[config.mk]
export PLATFORM = sky130hd
export DESIGN_NAME = fwd_hazard_unit_flat
export DESIGN_NICKNAME = d
export VERILOG_FILES = /design/src/rtl/fwd_pkg.sv /design/src/rtl/fwd_hazard_unit_if.sv /design/src/rtl/fwd_operand_sel.sv /design/src/rtl/fwd_hazard_unit.sv /design/src/flat_wrapper.sv
export SDC_FILE = /design/constraint.sdc
export NUM_CORES = 1
export LEC_CHECK = 0
export BUFFER_PORTS_ARGS = -buffer_cell sky130_fd_sc_hd__buf_2
export CAP_MARGIN = 40
export CORE_MARGIN = 2
export CORE_UTILIZATION = 53
export DETAILED_ROUTE_END_ITERATION = 10
export PLACE_DENSITY = 0.95
export SKIP_LAST_GASP = 1
export SLEW_MARGIN = 20
export SYNTH_ARGS = -nofsm -noshare
export SYNTH_HDL_FRONTEND = slang
export SYNTH_HIERARCHICAL = 1
export SYNTH_SLANG_ARGS = --single-unit
[constraint.sdc]
create_clock -name clk -period 6.2 [get_ports clk]
set_input_delay 1.24 -clock clk [delete_from_list [all_inputs] [get_ports clk]]
set_output_delay 1.24 -clock clk [all_outputs]
set_load 0.02 [all_outputs]
[src/rtl/fwd_pkg.sv]
// fwd_pkg: slot tag type and constants shared by the forwarding/hazard unit
package fwd_pkg;
  // rd is held at a fixed width so that any REG_AW up to RD_W fits in a slot tag
  localparam int RD_W = 8;
  localparam logic [RD_W-1:0] REG_ZERO = '0;
  typedef struct packed {
    logic valid;
    logic wr_en;
    logic [RD_W-1:0] rd;
    logic is_load;
  } slot_t;
  localparam slot_t SLOT_NONE = '0;
endpackage

[src/rtl/fwd_hazard_unit_if.sv]
// fwd_hazard_unit_if: ID-stage operand/tag bundle between the pipeline and the forwarding unit
interface fwd_hazard_unit_if #(
  parameter int DATA_W = 32,
  parameter int REG_AW = 5,
  parameter int DEPTH  = 3
);
  logic id_valid, id_flush, id_uses_rs, id_uses_rt, id_jr, id_wr_en, id_is_load;
  logic [REG_AW-1:0] id_rs, id_rt, id_rd;
  logic [DATA_W-1:0] id_rs_data, id_rt_data, rs_data_out, rt_data_out;
  logic [DEPTH*DATA_W-1:0] stage_data;
  logic stall;
  logic [15:0] stall_count;
  modport master (
    output id_valid, id_flush, id_uses_rs, id_uses_rt, id_jr, id_wr_en, id_is_load,
    output id_rs, id_rt, id_rd, id_rs_data, id_rt_data, stage_data,
    input  rs_data_out, rt_data_out, stall, stall_count
  );
  modport slave (
    input  id_valid, id_flush, id_uses_rs, id_uses_rt, id_jr, id_wr_en, id_is_load,
    input  id_rs, id_rt, id_rd, id_rs_data, id_rt_data, stage_data,
    output rs_data_out, rt_data_out, stall, stall_count
  );
endinterface

[src/rtl/fwd_operand_sel.sv]
// fwd_operand_sel: youngest-producer match, availability check and operand mux for one source
module fwd_operand_sel import fwd_pkg::*; #(
  parameter int DATA_W    = 32,
  parameter int REG_AW    = 5,
  parameter int DEPTH     = 3,
  parameter int LOAD_SLOT = 2,
  parameter int JR_SLOT   = 1
) (
  input  slot_t [DEPTH-1:0]        slots,
  input  logic [DEPTH*DATA_W-1:0]  stage_data,
  input  logic [REG_AW-1:0]        r,
  input  logic                     uses,
  input  logic                     jr,
  input  logic [DATA_W-1:0]        rf_data,
  output logic [DATA_W-1:0]        data,
  output logic                     hazard
);
  logic [RD_W-1:0] r_ext;
  assign r_ext = RD_W'(r);
  // scanning oldest to youngest lets the lowest matching slot overwrite the result last
  always_comb begin
    data = rf_data;
    hazard = 1'b0;
    for (int i = DEPTH-1; i >= 0; i--)
      if (uses && r_ext != REG_ZERO && slots[i].valid && slots[i].wr_en && slots[i].rd == r_ext) begin
        hazard = (slots[i].is_load && i < LOAD_SLOT) || (jr && i < JR_SLOT);
        data = hazard ? rf_data : stage_data[i*DATA_W +: DATA_W];
      end
  end
endmodule

[src/rtl/fwd_hazard_unit.sv]
// fwd_hazard_unit: tracks in-flight destination tags, forwards operands into ID and raises stalls
module fwd_hazard_unit import fwd_pkg::*; #(
  parameter int DATA_W    = 32,
  parameter int REG_AW    = 5,
  parameter int DEPTH     = 3,
  parameter int LOAD_SLOT = 2,
  parameter int JR_SLOT   = 1
) (
  input logic clk,
  input logic rst,
  fwd_hazard_unit_if.slave bus
);
  slot_t [DEPTH-1:0] slots;
  slot_t id_tag;
  logic rs_haz, rt_haz, issue;
  logic [15:0] count;
  assign id_tag = '{valid: 1'b1, wr_en: bus.id_wr_en, rd: RD_W'(bus.id_rd), is_load: bus.id_is_load};
  assign bus.stall = bus.id_valid && !bus.id_flush && (rs_haz || rt_haz);
  assign issue = bus.id_valid && !bus.id_flush && !bus.stall;
  assign bus.stall_count = count;
  // a stalled or flushed ID instruction leaves a bubble in slot 0
  always_ff @(posedge clk)
    if (rst) begin
      slots <= '0;
      count <= '0;
    end else begin
      slots <= {slots[DEPTH-2:0], issue ? id_tag : SLOT_NONE};
      count <= (bus.stall && count != 16'hFFFF) ? count + 16'd1 : count;
    end
  fwd_operand_sel #(.DATA_W(DATA_W), .REG_AW(REG_AW), .DEPTH(DEPTH), .LOAD_SLOT(LOAD_SLOT), .JR_SLOT(JR_SLOT)) u_rs (
    .slots(slots), .stage_data(bus.stage_data), .r(bus.id_rs), .uses(bus.id_uses_rs), .jr(bus.id_jr),
    .rf_data(bus.id_rs_data), .data(bus.rs_data_out), .hazard(rs_haz)
  );
  fwd_operand_sel #(.DATA_W(DATA_W), .REG_AW(REG_AW), .DEPTH(DEPTH), .LOAD_SLOT(LOAD_SLOT), .JR_SLOT(JR_SLOT)) u_rt (
    .slots(slots), .stage_data(bus.stage_data), .r(bus.id_rt), .uses(bus.id_uses_rt), .jr(1'b0),
    .rf_data(bus.id_rt_data), .data(bus.rt_data_out), .hazard(rt_haz)
  );
endmodule

[src/flat_wrapper.sv]
// flat-port wrapper written by rule: the top's interface ports become plain ports
module fwd_hazard_unit_flat import fwd_pkg::*;
#(
  parameter int DATA_W    = 32,
  parameter int REG_AW    = 5,
  parameter int DEPTH     = 3,
  parameter int LOAD_SLOT = 2,
  parameter int JR_SLOT   = 1
)
  (clk, rst, bus_id_valid, bus_id_flush, bus_id_uses_rs, bus_id_uses_rt, bus_id_jr, bus_id_wr_en, bus_id_is_load, bus_id_rs, bus_id_rt, bus_id_rd, bus_id_rs_data, bus_id_rt_data, bus_stage_data, bus_rs_data_out, bus_rt_data_out, bus_stall, bus_stall_count);
  fwd_hazard_unit_if #(.DATA_W(DATA_W), .REG_AW(REG_AW), .DEPTH(DEPTH)) bus_i ();
  input logic clk;
  input logic rst;
  input wire logic [$bits(bus_i.id_valid)-1:0] bus_id_valid;
  input wire logic [$bits(bus_i.id_flush)-1:0] bus_id_flush;
  input wire logic [$bits(bus_i.id_uses_rs)-1:0] bus_id_uses_rs;
  input wire logic [$bits(bus_i.id_uses_rt)-1:0] bus_id_uses_rt;
  input wire logic [$bits(bus_i.id_jr)-1:0] bus_id_jr;
  input wire logic [$bits(bus_i.id_wr_en)-1:0] bus_id_wr_en;
  input wire logic [$bits(bus_i.id_is_load)-1:0] bus_id_is_load;
  input wire logic [$bits(bus_i.id_rs)-1:0] bus_id_rs;
  input wire logic [$bits(bus_i.id_rt)-1:0] bus_id_rt;
  input wire logic [$bits(bus_i.id_rd)-1:0] bus_id_rd;
  input wire logic [$bits(bus_i.id_rs_data)-1:0] bus_id_rs_data;
  input wire logic [$bits(bus_i.id_rt_data)-1:0] bus_id_rt_data;
  input wire logic [$bits(bus_i.stage_data)-1:0] bus_stage_data;
  output wire logic [$bits(bus_i.rs_data_out)-1:0] bus_rs_data_out;
  output wire logic [$bits(bus_i.rt_data_out)-1:0] bus_rt_data_out;
  output wire logic [$bits(bus_i.stall)-1:0] bus_stall;
  output wire logic [$bits(bus_i.stall_count)-1:0] bus_stall_count;
  assign bus_i.id_valid = bus_id_valid;
  assign bus_i.id_flush = bus_id_flush;
  assign bus_i.id_uses_rs = bus_id_uses_rs;
  assign bus_i.id_uses_rt = bus_id_uses_rt;
  assign bus_i.id_jr = bus_id_jr;
  assign bus_i.id_wr_en = bus_id_wr_en;
  assign bus_i.id_is_load = bus_id_is_load;
  assign bus_i.id_rs = bus_id_rs;
  assign bus_i.id_rt = bus_id_rt;
  assign bus_i.id_rd = bus_id_rd;
  assign bus_i.id_rs_data = bus_id_rs_data;
  assign bus_i.id_rt_data = bus_id_rt_data;
  assign bus_i.stage_data = bus_stage_data;
  assign bus_rs_data_out = bus_i.rs_data_out;
  assign bus_rt_data_out = bus_i.rt_data_out;
  assign bus_stall = bus_i.stall;
  assign bus_stall_count = bus_i.stall_count;
  fwd_hazard_unit #(.DATA_W(DATA_W), .REG_AW(REG_AW), .DEPTH(DEPTH), .LOAD_SLOT(LOAD_SLOT), .JR_SLOT(JR_SLOT)) u_core (.clk(clk), .rst(rst), .bus(bus_i));
endmodule
# Word level (Yosys, flattened, before mapping)
# Index checks and enable logic that the tools add are counted.
[classes]
add_sub_neg = 1
n_eq_ne = 7
muxes = 15
bitwise = 1
reduce_logical = 31
[ops]
columns = ["operator", "n"]
rows = [
  ["32-bit 2-to-1 mux", 10],
  ["8-bit by 5-bit == test with 1-bit output", 6],
  ["1-bit logical AND", 24],
  ["16-bit by 1-bit adder with 16-bit output, second input constant", 1],
  ["16-bit inequality test, second input constant", 1],
  ["8-bit nonzero test", 2],
  ["11-bit 2-to-1 mux", 1],
  ["1-bit 2-to-1 mux", 4],
  ["1-bit zero test", 2],
  ["1-bit logical OR", 2],
  ["2-bit OR reduction", 1],
  ["1-bit NOT", 1],
]
[totals]
reg_bits = 48
out_inout_bits = 81

# Logic depth before layout (Yosys ltp)
[depth]
word_depth = 13
depth_mapped = 12
ltp_nobuf = 9

# By module
# Netlist, hierarchy kept.
[by_module_without_submodules]
columns = ["mod", "instances", "cells_each", "area_each_um2"]
rows = [
  ["fwd_operand_sel", 2, 332, 2158.3],
  ["fwd_hazard_unit", 1, 154, 1546.5],
]

# Worst setup path before layout
# No wires, ideal clock.
[synth_timing]
path_kind = "input -> output"
startpoint = "in bus_id_rt[1]"
endpoint = "out bus_stall"
arrival_time_ns = 3.288
t_required_ns = 4.960
slack_ns = 1.672
path_stages = 11
n_path_buf = 3
cell_sequence = "or4_1 -> o21a_1 -> buf_6 -> nand4_1 -> buf_2 -> inv_1 -> a31o_2 -> nor2_1 -> or2_2 -> buf_2 -> inv_1"
[synth_between]
elab_chain_cells = 9
[synth_rtl]
columns = ["element", "line_no", "source"]
rows = [
  ["from (decl)", "flat_wrapper.sv:22", "input wire logic [$bits(bus_i.id_rt)-1:0] bus_id_rt;"],
  ["8-bit nonzero test", "fwd_operand_sel.sv:25", "if (uses && r_ext != REG_ZERO && slots[i].valid && slots[i].wr_en && slots[i].rd == r_ext) begin"],
  ["1-bit logical AND (4 in series)", "fwd_operand_sel.sv:25", ""],
  ["1-bit 2-to-1 mux", "fwd_operand_sel.sv:25", ""],
  ["1-bit 2-to-1 mux *", "fwd_operand_sel.sv:25", ""],
  ["named net u_core.rt_haz", "fwd_hazard_unit.sv:15", "logic rs_haz, rt_haz, issue;"],
  ["1-bit logical OR *", "fwd_hazard_unit.sv:18", "assign bus.stall = bus.id_valid && !bus.id_flush && (rs_haz || rt_haz);"],
  ["1-bit logical AND *", "fwd_hazard_unit.sv:18", ""],
  ["to (decl)", "flat_wrapper.sv:29", "output wire logic [$bits(bus_i.stall)-1:0] bus_stall;"],
]
# Mark *: on every way through the listed nets, which the timed path passes. The rest lies on a longest branch.

# Final worst setup path
[layout_timing]
startpoint = "in bus_id_rs[1]"
endpoint = "out bus_stall"
[layout_between]
elab_chain_cells = 9
[layout_rtl]
columns = ["element", "line_no", "source"]
rows = [
  ["from (decl)", "flat_wrapper.sv:21", "input wire logic [$bits(bus_i.id_rs)-1:0] bus_id_rs;"],
  ["8-bit nonzero test", "fwd_operand_sel.sv:25", ""],
  ["1-bit logical AND (4 in series)", "fwd_operand_sel.sv:25", ""],
  ["1-bit 2-to-1 mux", "fwd_operand_sel.sv:25", ""],
  ["1-bit 2-to-1 mux *", "fwd_operand_sel.sv:25", ""],
  ["named net u_core.rs_haz", "fwd_hazard_unit.sv:15", ""],
  ["1-bit logical OR *", "fwd_hazard_unit.sv:18", ""],
  ["1-bit logical AND *", "fwd_hazard_unit.sv:18", ""],
]
# Marked as above.

==> results.json <==
{
  "status": "finished clean",
  "post-cts-setup-buffers": 0,
  "min_to": "u_core/slots[31]$_SDFF_PP0_",
  "rr_startpoint": "u_core/slots[2]$_SDFF_PP0_",
  "tightest_slew_ns": 0.847,
  "synthesis.area_um2": 5840,
  "ant_nets": 0,
  "rsz0062_at_grt": "false",
  "avgRoutedWirePerCell_um": 18.7,
  "yosysWarningCount": 6,
  "layout_commonest_cell": "buf_2",
  "num_rows": 38,
  "cpMaxStageDelayCell": "or4_1",
  "drt_drc_violations_left": 0,
  "final_util": 0.682,
  "numPortBuffers": 264,
  "slew_violations": 0,
  "post_cts_resized": 0,
  "die_h_um": 109,
  "clock-root-buffer": "clkbuf_8",
  "hold_viol": 0,
  "clk_latency_ns": 0.29,
  "post_drt_via_cell_ratio": 6.40,
  "worstSetupEndpointType": "primary output",
  "seq_power_share": 0.317,
  "synth_cells": 816,
  "numCtsBuffers": 5,
  "r2r_slack_ns": 3.18,
  "clock-sinks": 39,
  "swShare": 0.357,
  "slew_headroom": 0.435,
  "antenna_found_initial": 1,
  "drt_iter0_markers": 1199,
  "wl_um": 22100,
  "cp.required_ns": 4.96,
  "finalCriticalPeriod_ns": 5.29,
  "crit_family": "simple AND/OR/NAND/NOR gates",
  "switchingPower_mw": 0.290,
  "clk_pin_slew_ns": 0.09,
  "grt_max_degree": 74,
  "drtPass1Iterations": 8,
  "grt_pass1_wl_um": 33600,
  "fmax_mhz": 189,
  "crit_chain": "buf_2, or4_1, o21a_1, nand4_1, buf_4, nor2_1, a31o_2, nor2_1, or2_2, inv_1, buf_2",
  "cts_tree": "yes",
  "critPathLaunchType": "input port",
  "htreeDepth": 2,
  "initial_core_util": 0.541,
  "fin_worst_skew_ns": 0.00905,
  "syn2layout_area_growth_pct": 26.1,
  "worstPathMaxFanout": 29,
  "num_vias": 7582,
  "critical-path-max-stage-delay_ns": 0.57,
  "post_synth.cell_area_avg_um2": 7.15,
  "grt.overflow.total": 0,
  "crit_cells": 11,
  "drv_cap": 0,
  "first_global_vias": 7069,
  "mostFrequentLayoutCells": "265 x buf_2, 81 x nor2_1, 72 x a21oi_1",
  "p_leak_nw": 3.55,
  "grt_use_total": 0.353,
  "place.gp.congestion": 0.881,
  "tns_ns": 0,
  "boundaryPins": 265,
  "path_buf_inv": 4,
  "critPathKind": "input port to primary output",
  "fin_nets": 1227,
  "cp_data_arrival_time_ns": 4.05,
  "ir_drop_mv": 0.141,
  "min_path_type": "flip-flop to flip-flop",
  "hpwlAfterDp_um": 15600,
  "die_area_um2": 11900,
  "cts_hold_buf": 0,
  "nFillCells": 883,
  "comb_power_share": 0.402,
  "clk_path_buf_depth": 2,
  "coreArea_um2": 10800,
  "post-route-period-util": 0.853,
  "die_w_um": 109,
  "timing.hold.worst.start": "u_core/slots[20]$_SDFF_PP0_",
  "power.density_nw_per_um2": 110,
  "ff2ff_path_depth": 10,
  "clkPwrFrac": 0.281,
  "r2r-end": "u_core/bus.stall_count[10]$_SDFFE_PP0P_",
  "whs_path_depth": 1,
  "setup_viol": 0,
  "internal_power_mw": 0.523,
  "layout-drive-gt1-share": 0.360
}
final cells by class:
type                       count  area [um^2]  share of cell area
tap                          140          175              0.0238
sequential                    39          785               0.107
antenna                        2         5.00            0.000680
inverter                      69          259              0.0352
clock inverter                 2         38.8             0.00527
clock buffer                   6         82.6              0.0112
multi-input combinational    643         4460               0.606
timing repair buffer         284         1550               0.211
flip-flops by register name, summed over array words and instances, names as in the netlist:
signal and cells:
u_core/slots 23, u_core/bus.stall_count 16
how the worst max path moves through the flow:
stage	start	endpoint	slack [ns]
detailed placement	bus_id_rt[1]	bus_stall	0.96
global placement	bus_id_rt[1]	bus_stall	1.04
CTS	bus_id_rt[1]	bus_stall	0.95
finish	bus_id_rs[1]	bus_stall	0.91
global route	bus_id_rs[1]	bus_rs_data_out[4]	0.69
floorplan	bus_id_rt[1]	bus_stall	1.67
metrics by stage:
step | instances | worst slack (ns) | instance area, um^2 | hold WS (ns) | total power [mW]
6_report | 1185 | 0.911 | 7360 | 0.474 | 0.813
5_1_grt | 1183 | 0.692 | 7350 | 0.484 | 0.852
4_1_cts | 1183 | 0.954 | 7350 | 0.474 | 0.806
3_5_place_dp | 1175 | 0.961 | 7230 | 0.463 | 0.581
3_3_place_gp | 1169 | 1.04 | 7100 | 0.457 | 0.573
2_1_floorplan | 834 | 1.67 | 5900 | 0.444 | 0.446
layer usage:
layer	global-route usage	part of all wire	vias up	routed length (um)
met5	0	0	-	0
met1	0.405	0.37	3383	8090
met3	0.0897	0.11	117	2540
met2	0.581	0.47	600	10500
met4	0.227	0.047	0	1030
li1	-	-	3482	-
power groups by stage:
| stage | Clock [mW] | Combinational [mW] | Sequential (mW) |
|---|---|---|---|
| after floorplan | 0 | 0.185 | 0.261 |
| after global placement | 0 | 0.308 | 0.265 |
| after detailed placement | 0 | 0.317 | 0.263 |
| after CTS | 0.229 | 0.319 | 0.257 |
| after global routing | 0.243 | 0.351 | 0.258 |
| final | 0.228 | 0.327 | 0.257 |
worst reg2reg max path, delay by kind of cell (launching register included):
family / cells / cell delay (ns)
XOR/XNOR: 1 / 0.15
multiplexers: 1 / 0.38
buffers and inverters: 1 / 0.31
AND/OR/NAND/NOR: 6 / 1.62
AO/OA/AOI/OAI: 1 / 0.11
flip-flops: 1 / 0.35
Note: power is estimated with default switching activity, not from simulation.
